[src/rtl/ifu_pkg.sv]
// ifu_pkg: shared definitions for the instruction fetch unit.
//   NOP              - instruction word used for IF/ID bubbles
//   PC_STEP          - sequential PC increment
//   DEFAULT_RESET_PC - default reset vector
//   ifid_t           - IF/ID pipeline register contents
//   word_align()     - clears the byte-offset bits of an address
package ifu_pkg;

  localparam logic [31:0] NOP              = 32'h0000_0000;
  localparam logic [31:0] PC_STEP          = 32'd4;
  localparam logic [31:0] DEFAULT_RESET_PC = 32'h0000_0000;

  typedef struct packed {
    logic        valid;
    logic [31:0] instr;
    logic [31:0] pc;
    logic [31:0] pc4;
  } ifid_t;

  localparam ifid_t IFID_BUBBLE = '{valid: 1'b0, instr: NOP, pc: 32'h0000_0000, pc4: 32'h0000_0000};

  // Masking keeps every address bit referenced while forcing bits [1:0] to zero.
  function automatic logic [31:0] word_align(input logic [31:0] addr);
    return addr & 32'hFFFF_FFFC;
  endfunction

endpackage

[src/rtl/ifu_chk.sv]
// ifu_chk: simulation-only contract checker for ifu.
//   i_clk, i_rst          - clock and synchronous reset of the checked unit
//   i_stall, i_redirect   - control inputs of the checked unit
// With delay slots enabled, a redirect during a stall has no defined meaning
// (the delay-slot instruction would be both kept and held), so the upstream
// stages must never assert both together.
module ifu_chk #(
  parameter logic DELAY_SLOT = 1'b0
) (
  input logic i_clk,
  input logic i_rst,
  input logic i_stall,
  input logic i_redirect
);

  a_no_redirect_with_stall: assert property (
    @(posedge i_clk) disable iff (i_rst) !(DELAY_SLOT && i_redirect && i_stall)
  ) else $error("ifu_chk: redirect and stall asserted together with DELAY_SLOT=1");

endmodule

[src/rtl/ifu_pc_reg.sv]
// ifu_pc_reg: program counter register with next-PC selection.
//   i_clk, i_rst     - clock, synchronous active-high reset
//   i_stall          - hold PC
//   i_redirect       - load i_redirect_pc (word-aligned)
//   i_redirect_pc    - branch/jump target
//   o_pc             - current PC (register output)
// Priority: reset > redirect > stall > PC+4 (wraps modulo 2^32).
module ifu_pc_reg
  import ifu_pkg::*;
#(
  parameter logic [31:0] RESET_PC = DEFAULT_RESET_PC
) (
  input  logic        i_clk,
  input  logic        i_rst,
  input  logic        i_stall,
  input  logic        i_redirect,
  input  logic [31:0] i_redirect_pc,
  output logic [31:0] o_pc
);

  logic [31:0] r_pc;
  logic [31:0] w_pc_next;

  // Next-PC mux; redirect wins over stall so a branch taken during a stall is not lost.
  always_comb begin
    w_pc_next = r_pc;
    if (i_redirect) begin
      w_pc_next = word_align(i_redirect_pc);
    end else if (i_stall) begin
      w_pc_next = r_pc;
    end else begin
      w_pc_next = r_pc + PC_STEP;
    end
  end

  // PC register.
  always_ff @(posedge i_clk) begin
    if (i_rst) begin
      r_pc <= word_align(RESET_PC);
    end else begin
      r_pc <= w_pc_next;
    end
  end

  assign o_pc = r_pc;

endmodule

[src/rtl/ifu.sv]
// ifu: instruction fetch unit with IF/ID pipeline register.
//   i_clk, i_rst              - clock, synchronous active-high reset
//   i_stall                   - hold PC and IF/ID
//   i_flush                   - replace IF/ID with a bubble
//   i_redirect, i_redirect_pc - branch/jump redirect and target
//   o_im_addr                 - instruction memory address (= PC register)
//   i_im_data                 - instruction word for o_im_addr, same cycle
//   o_id_valid/instr/pc/pc4   - IF/ID register contents
//   o_fetch_cnt               - count of valid instructions loaded into IF/ID
module ifu
  import ifu_pkg::*;
#(
  parameter logic [31:0] RESET_PC   = DEFAULT_RESET_PC,
  parameter logic        DELAY_SLOT = 1'b0
) (
  input  logic        i_clk,
  input  logic        i_rst,
  input  logic        i_stall,
  input  logic        i_flush,
  input  logic        i_redirect,
  input  logic [31:0] i_redirect_pc,
  output logic [31:0] o_im_addr,
  input  logic [31:0] i_im_data,
  output logic        o_id_valid,
  output logic [31:0] o_id_instr,
  output logic [31:0] o_id_pc,
  output logic [31:0] o_id_pc4,
  output logic [31:0] o_fetch_cnt
);

  logic [31:0] w_pc;
  ifid_t       r_ifid;
  ifid_t       w_ifid_next;
  logic [31:0] r_fetch_cnt;

  ifu_pc_reg #(
    .RESET_PC (RESET_PC)
  ) u_pc_reg (
    .i_clk         (i_clk),
    .i_rst         (i_rst),
    .i_stall       (i_stall),
    .i_redirect    (i_redirect),
    .i_redirect_pc (i_redirect_pc),
    .o_pc          (w_pc)
  );

  ifu_chk #(
    .DELAY_SLOT (DELAY_SLOT)
  ) u_chk (
    .i_clk      (i_clk),
    .i_rst      (i_rst),
    .i_stall    (i_stall),
    .i_redirect (i_redirect)
  );

  // IF/ID next state. Without delay slots the word fetched in the redirect
  // cycle is on the wrong path and is squashed; a redirect also overrides a
  // stall here because the held instruction is equally wrong-path.
  always_comb begin
    w_ifid_next = r_ifid;
    if (i_flush) begin
      w_ifid_next = IFID_BUBBLE;
    end else if (i_redirect && !DELAY_SLOT) begin
      w_ifid_next = IFID_BUBBLE;
    end else if (i_stall) begin
      w_ifid_next = r_ifid;
    end else begin
      w_ifid_next = '{valid: 1'b1, instr: i_im_data, pc: w_pc, pc4: w_pc + PC_STEP};
    end
  end

  // IF/ID register and fetch counter; the counter steps only on fresh valid loads.
  always_ff @(posedge i_clk) begin
    if (i_rst) begin
      r_ifid      <= IFID_BUBBLE;
      r_fetch_cnt <= 32'd0;
    end else begin
      r_ifid <= w_ifid_next;
      if (!i_flush && !(i_redirect && !DELAY_SLOT) && !i_stall) begin
        r_fetch_cnt <= r_fetch_cnt + 32'd1;
      end else begin
        r_fetch_cnt <= r_fetch_cnt;
      end
    end
  end

  assign o_im_addr   = w_pc;
  assign o_id_valid  = r_ifid.valid;
  assign o_id_instr  = r_ifid.instr;
  assign o_id_pc     = r_ifid.pc;
  assign o_id_pc4    = r_ifid.pc4;
  assign o_fetch_cnt = r_fetch_cnt;

endmodule
[config.mk]
export PLATFORM = sky130hd
export DESIGN_NAME = ifu
export DESIGN_NICKNAME = d
export VERILOG_FILES = /design/src/rtl/ifu_pkg.sv /design/src/rtl/ifu_chk.sv /design/src/rtl/ifu_pc_reg.sv /design/src/rtl/ifu.sv
export SDC_FILE = /design/constraint.sdc
export NUM_CORES = 1
export LEC_CHECK = 0
export ABC_AREA = 0
export CAP_MARGIN = 20
export CORE_AREA = 2 2 172 174
export CTS_CLUSTER_DIAMETER = 30
export DETAILED_ROUTE_END_ITERATION = 16
export DIE_AREA = 0 0 174 176
export GPL_ROUTABILITY_DRIVEN = 0
export PLACE_DENSITY_LB_ADDON = 0.25
export REMOVE_ABC_BUFFERS = 1
export SKIP_LAST_GASP = 1
export SLEW_MARGIN = 20
export SYNTH_ARGS = -nofsm -noshare
export SYNTH_HDL_FRONTEND = slang
export SYNTH_HIERARCHICAL = 1
export SYNTH_SLANG_ARGS = --single-unit
[constraint.sdc]
create_clock -name i_clk -period 1.9 [get_ports i_clk]
set_input_delay 0.38 -clock i_clk [delete_from_list [all_inputs] [get_ports i_clk]]
set_output_delay 0.38 -clock i_clk [all_outputs]
set_load 0.005 [all_outputs]
**Word level (Yosys, flattened, before mapping)**

Cells that the tools add are included.

- Bits in registers: 161
- Latch bits: 0
- Bits in writable memories: 0
- Memory bits (read-only): 0
- Bits of input ports: 69
- Output and inout port bits: 161
- Logic and storage cells: 19
- Memories: 0

- Add/subtract/negate cells: 2
- Multipliers: 0
- Div/mod/pow operators: 0
- Magnitude comparators: 0
- Equal/unequal tests: 1
- Shifts and indexed selects: 0
- Multiplexer cells: 2
- Bitwise operators: 0
- Reductions and logical operators: 7

Operators by type and width:

| cell | count |
|---|---|
| $mux W32 | 2 |
| $add A32 B1 Y32 const B | 1 |
| $add A32 B3 Y32 const B | 1 |
| $logic_not A1 Y1 | 3 |
| $reduce_or A3 Y1 | 1 |
| $logic_and A1 B1 Y1 | 2 |
| $ne A2 B1 Y1 const B | 1 |
| $reduce_or A2 Y1 | 1 |

**Longest topological paths before layout**

- Word-level depth: 3
- Depth in mapped cells: 7

**Cells and area by module**

The synthesis kept the hierarchy.

By module, submodules not included:

| module | times used | cells each | area an instance (um^2) | seq. area each (um^2) |
|---|---|---|---|---|
| ifu | 1 | 570 | 5321.4 | 2542.4 |
| ifu_pc_reg | 1 | 220 | 1779.2 | 600.6 |

**Worst setup path before layout**

No wires, ideal clock.

- Path type: register to register
- Start point: reg u_pc_reg.r_pc[4], in the netlist u_pc_reg/o_pc[4]
- End point: reg u_pc_reg.r_pc[28], in the netlist u_pc_reg/o_pc[28]
- Library setup time: 0.112 ns
- Arrival time: 1.958 ns
- Required time: 1.788 ns
- Path slack: -0.170 ns
- Cell stages (with the launch flop): 5
- Buffers on the path: 0
- Path through: dfxtp_1 nand4_4 or4_4 or3_1 a2111oi_1

- Word-level cells in the longest chain between the ends: 3

Ends and longest elaborated chain:

| item | RTL line | RTL |
|---|---|---|
| start, declared | ifu_pc_reg.sv:21 | `logic [31:0] r_pc;` |
| start signal, assigned | ifu_pc_reg.sv:39 | `r_pc <= word_align(RESET_PC);` |
| start signal, assigned | ifu_pc_reg.sv:41 | `r_pc <= w_pc_next;` |
| $add A32 B3 Y32 | ifu_pc_reg.sv:32 | `w_pc_next = r_pc + PC_STEP;` |
| $mux W32 | ifu_pc_reg.sv:29 | `end else if (i_stall) begin` |
| $mux W32 | ifu_pc_reg.sv:27 | `if (i_redirect) begin` |

Every way passes these cells. The select of a mux whose other input is x is not followed.
A chain may end at the register's enable or synchronous reset.

**Worst setup path in the final report**

- Start point: reg u_pc_reg.r_pc[12], in the netlist u_pc_reg/o_pc[12]
- End point: reg u_pc_reg.r_pc[26], in the netlist u_pc_reg/o_pc[26]

The elaborated chain is that of the path after synthesis.

==> impl_metrics.tcl <==
set metrics [dict create \
    synth_edf_count 0 \
    io_pins 230 \
    critPathRequiredTime_ps 2230 \
    worstPathArrival_ps 2190 \
    intPower_mw 6.30 \
    placementRows 62 \
    comb_power_share 0.113 \
    hpwl_mm 17.1 \
    synth_seq_area_share 0.443 \
    clock-root-buffer "clkbuf_16" \
    cp_max_fo 4 \
    worstSkewPairLatency_ps 430 \
    power.density_nw_per_um2 729 \
    syn-instance-count 790 \
    multi_input_comb_area_um2 3790 \
    async_flop_share 0 \
    hp-class "primary input to flop" \
    tns_ps 0 \
    register_area_um2 3180 \
    yosys_warnings 6 \
    nFillCells 2947 \
    yosysUniqueCellTypes 49 \
    fin_crit_sh 0.981 \
    drv_slew 0 \
    yosys-top-cells-area "dfxtp_1 44%, mux2i_1 9.6%, nor2_1 7.4%" \
    synthTopCellsByCount "157 x dfxtp_1, 140 x nor2_1, 68 x mux2i_1" \
    track_usage 0.152 \
    setup_slack_ps 36.0 \
    syn-mean-instance-area_um2 8.99 \
    setup_violations 0 \
    worst_slew_pin_slew_ps 606 \
    yosysMostFrequentCell "dfxtp_1" \
    end_kind "flop" \
    slew_headroom 0.596 \
    dp_worst_setup_slack_ps -255 \
    p_total_mw 8.28 \
    swShare 0.239 \
    avgViaCountPerCell 4.55 \
    cts_sinks 157 \
    ctsHtreeMaxLevel 4 \
    start_kind "flop" \
    fp.coreArea_um2 28500 \
    final.min_clock_period_ps 1860 \
    grt_setup_unrepaired "true" \
    grt_pass1_vias 6433 \
    grt_max_degree 60 \
    clock_path_buffers 2 \
    die_w_um 174 \
    overflow 0 \
    die_y_um 176 \
    seqPwrFrac 0.416 \
    vias 6793 \
    io_buffer_count 225 \
    leakagePower_nw 4.23 \
    dp.cells 1446 \
    die-area_um2 30600 \
    dr.pass1.iters 4 \
    fmax_ghz 0.536 \
    maxCapViolCount 0 \
    synth_top_area_frac 0.443 \
    critPathKind "flop to flop" \
    yosys.area.top_type "dfxtp_1" \
    drc 0 \
    cts.clk_slew.worst_paths_ps 70 \
    numCtsBuffers 17 \
    drt-total-wl_mm 23.7 \
    antenna_found_initial 6 \
    grt_pass1_wl_mm 36.7 \
    drive_above_1_share 0.170 \
    fin_nets 1162 \
    synth_flop_cell "dfxtp_1" \
    area.growth.synth_to_final_pct 59.9 \
    fin_cells 1492 \
    peakVddDrop_v 0.000470 \
    drt_iter0_markers 338 \
    initial_core_util 0.249 \
    p_switching_mw 1.98 \
    syn-cell-area_um2 7100 \
    wl_per_cell_um 15.9 \
    cts_tree "done" \
    final_util 0.398 \
    skew_ps 9.24 \
    ant_nets 0 \
    outcome "finished, final reports clean" \
    clkPwrFrac 0.471 \
    synth-seq-cells 157 \
    hold_viol_final 0 \
]
## cells by family (layout without fill, tap and decap cells)
group,Yosys count,after routing,synth area share
simple gates,327,327,0.245
flops,157,157,0.443
compound gates,101,101,0.0881
mux,68,68,0.0959
buf+inv,67,379,0.0409
xor+xnor,66,66,0.0814
fa+ha+maj,3,3,0.00529
other cells,1,7,0.000528
## placed cells by master, fill, tap and decap left out, drive strengths merged, types with 2 or more instances in the layout
cell,count
a2111oi,8
a211oi,13
a21oi,33
a311oi,9
and2,5
and3,11
and4,15
buf,104
bufinv,5
clkbuf,20
clkdlybuf4s50,218
clkinv,2
clkinvlp,3
conb,2
dfxtp,157
diode,5
dlygate4sd2,4
ha,3
inv,21
mux2i,68
nand2,30
nand2b,2
nand3,27
nand4,30
nand4b,2
nor2,140
nor2b,4
nor3,21
nor4,20
o21ai,30
o31ai,3
or3,12
or4,3
xnor2,32
xor2,34
## worst paths after layout
check | from | end | slack [ps] | depth (start not counted)
setup / recovery | u_pc_reg/o_pc[12]$_SDFFE_PP0P_ | u_pc_reg/o_pc[26]$_SDFFE_PP0P_ | 40 | 4
setup reg to reg | u_pc_reg/o_pc[12]$_SDFFE_PP0P_ | u_pc_reg/o_pc[26]$_SDFFE_PP0P_ | 40 | 4
hold / removal | i_rst | u_pc_reg/o_pc[2]$_SDFFE_PP0P_ | 420 | 3
hold reg to reg | o_id_valid$_SDFFE_PP0N_ | o_id_valid$_SDFFE_PP0N_ | 450 | 1
## what timing repair did
item | 4_1_cts | 5_1_grt
pin swaps | 4 | 7
setup endpoints to repair | 17 | 29
cloned | 0 | 1
hold buffers | 0 | 0
buffers inserted | 1 | 7
gates resized for setup | 23 | 37
## area by class of cell
cell class,count,area share
antenna,5,0.00110
clock buffer,20,0.0402
clock inverter,12,0.0183
inverter,19,0.00628
multi-input combinational,567,0.334
sequential,157,0.280
tap,384,0.0423
timing repair buffer,328,0.278
## registers in the layout, summed over array words and instances, names as in the netlist
signal,count
o_fetch_cnt,32
o_id_instr,32
o_id_pc,32
o_id_pc4,30
u_pc_reg/o_pc,30
o_id_valid,1
## per-layer routing
metal | wire length, um | track usage | share of wire
met5 | 13 | 0 | 0.00055
met3 | 1460 | 0.0437 | 0.061
met4 | 444 | 0.0588 | 0.019
met2 | 11100 | 0.238 | 0.47
met1 | 10700 | 0.198 | 0.45
## per-stage QoR
stage | hold WS (ps) | cell area [um^2]
floorplan | 449 | 6890
global placement | 442 | 10400
detailed placement | 443 | 10400
CTS | 406 | 11100
global route | 427 | 11400
finish | 416 | 11400
## power by group through the flow
stage | sequential [mW] | combinational [mW] | clock, mW
final | 3.45 | 0.935 | 3.90
after global routing | 3.46 | 1.02 | 4.17
after CTS | 3.44 | 0.925 | 4.03
after floorplan | 3.56 | 0.256 | 0
after global placement | 3.51 | 0.913 | 0
after detailed placement | 3.51 | 0.919 | 0
## critical path, cell delays in order, from the launching register on
cell and delay [ps]:
dfxtp_2 360, nand4_4 140, or4_4 550, or4_1 490, a311oi_1 220
No activity file was read; power rests on OpenSTA's default activity.
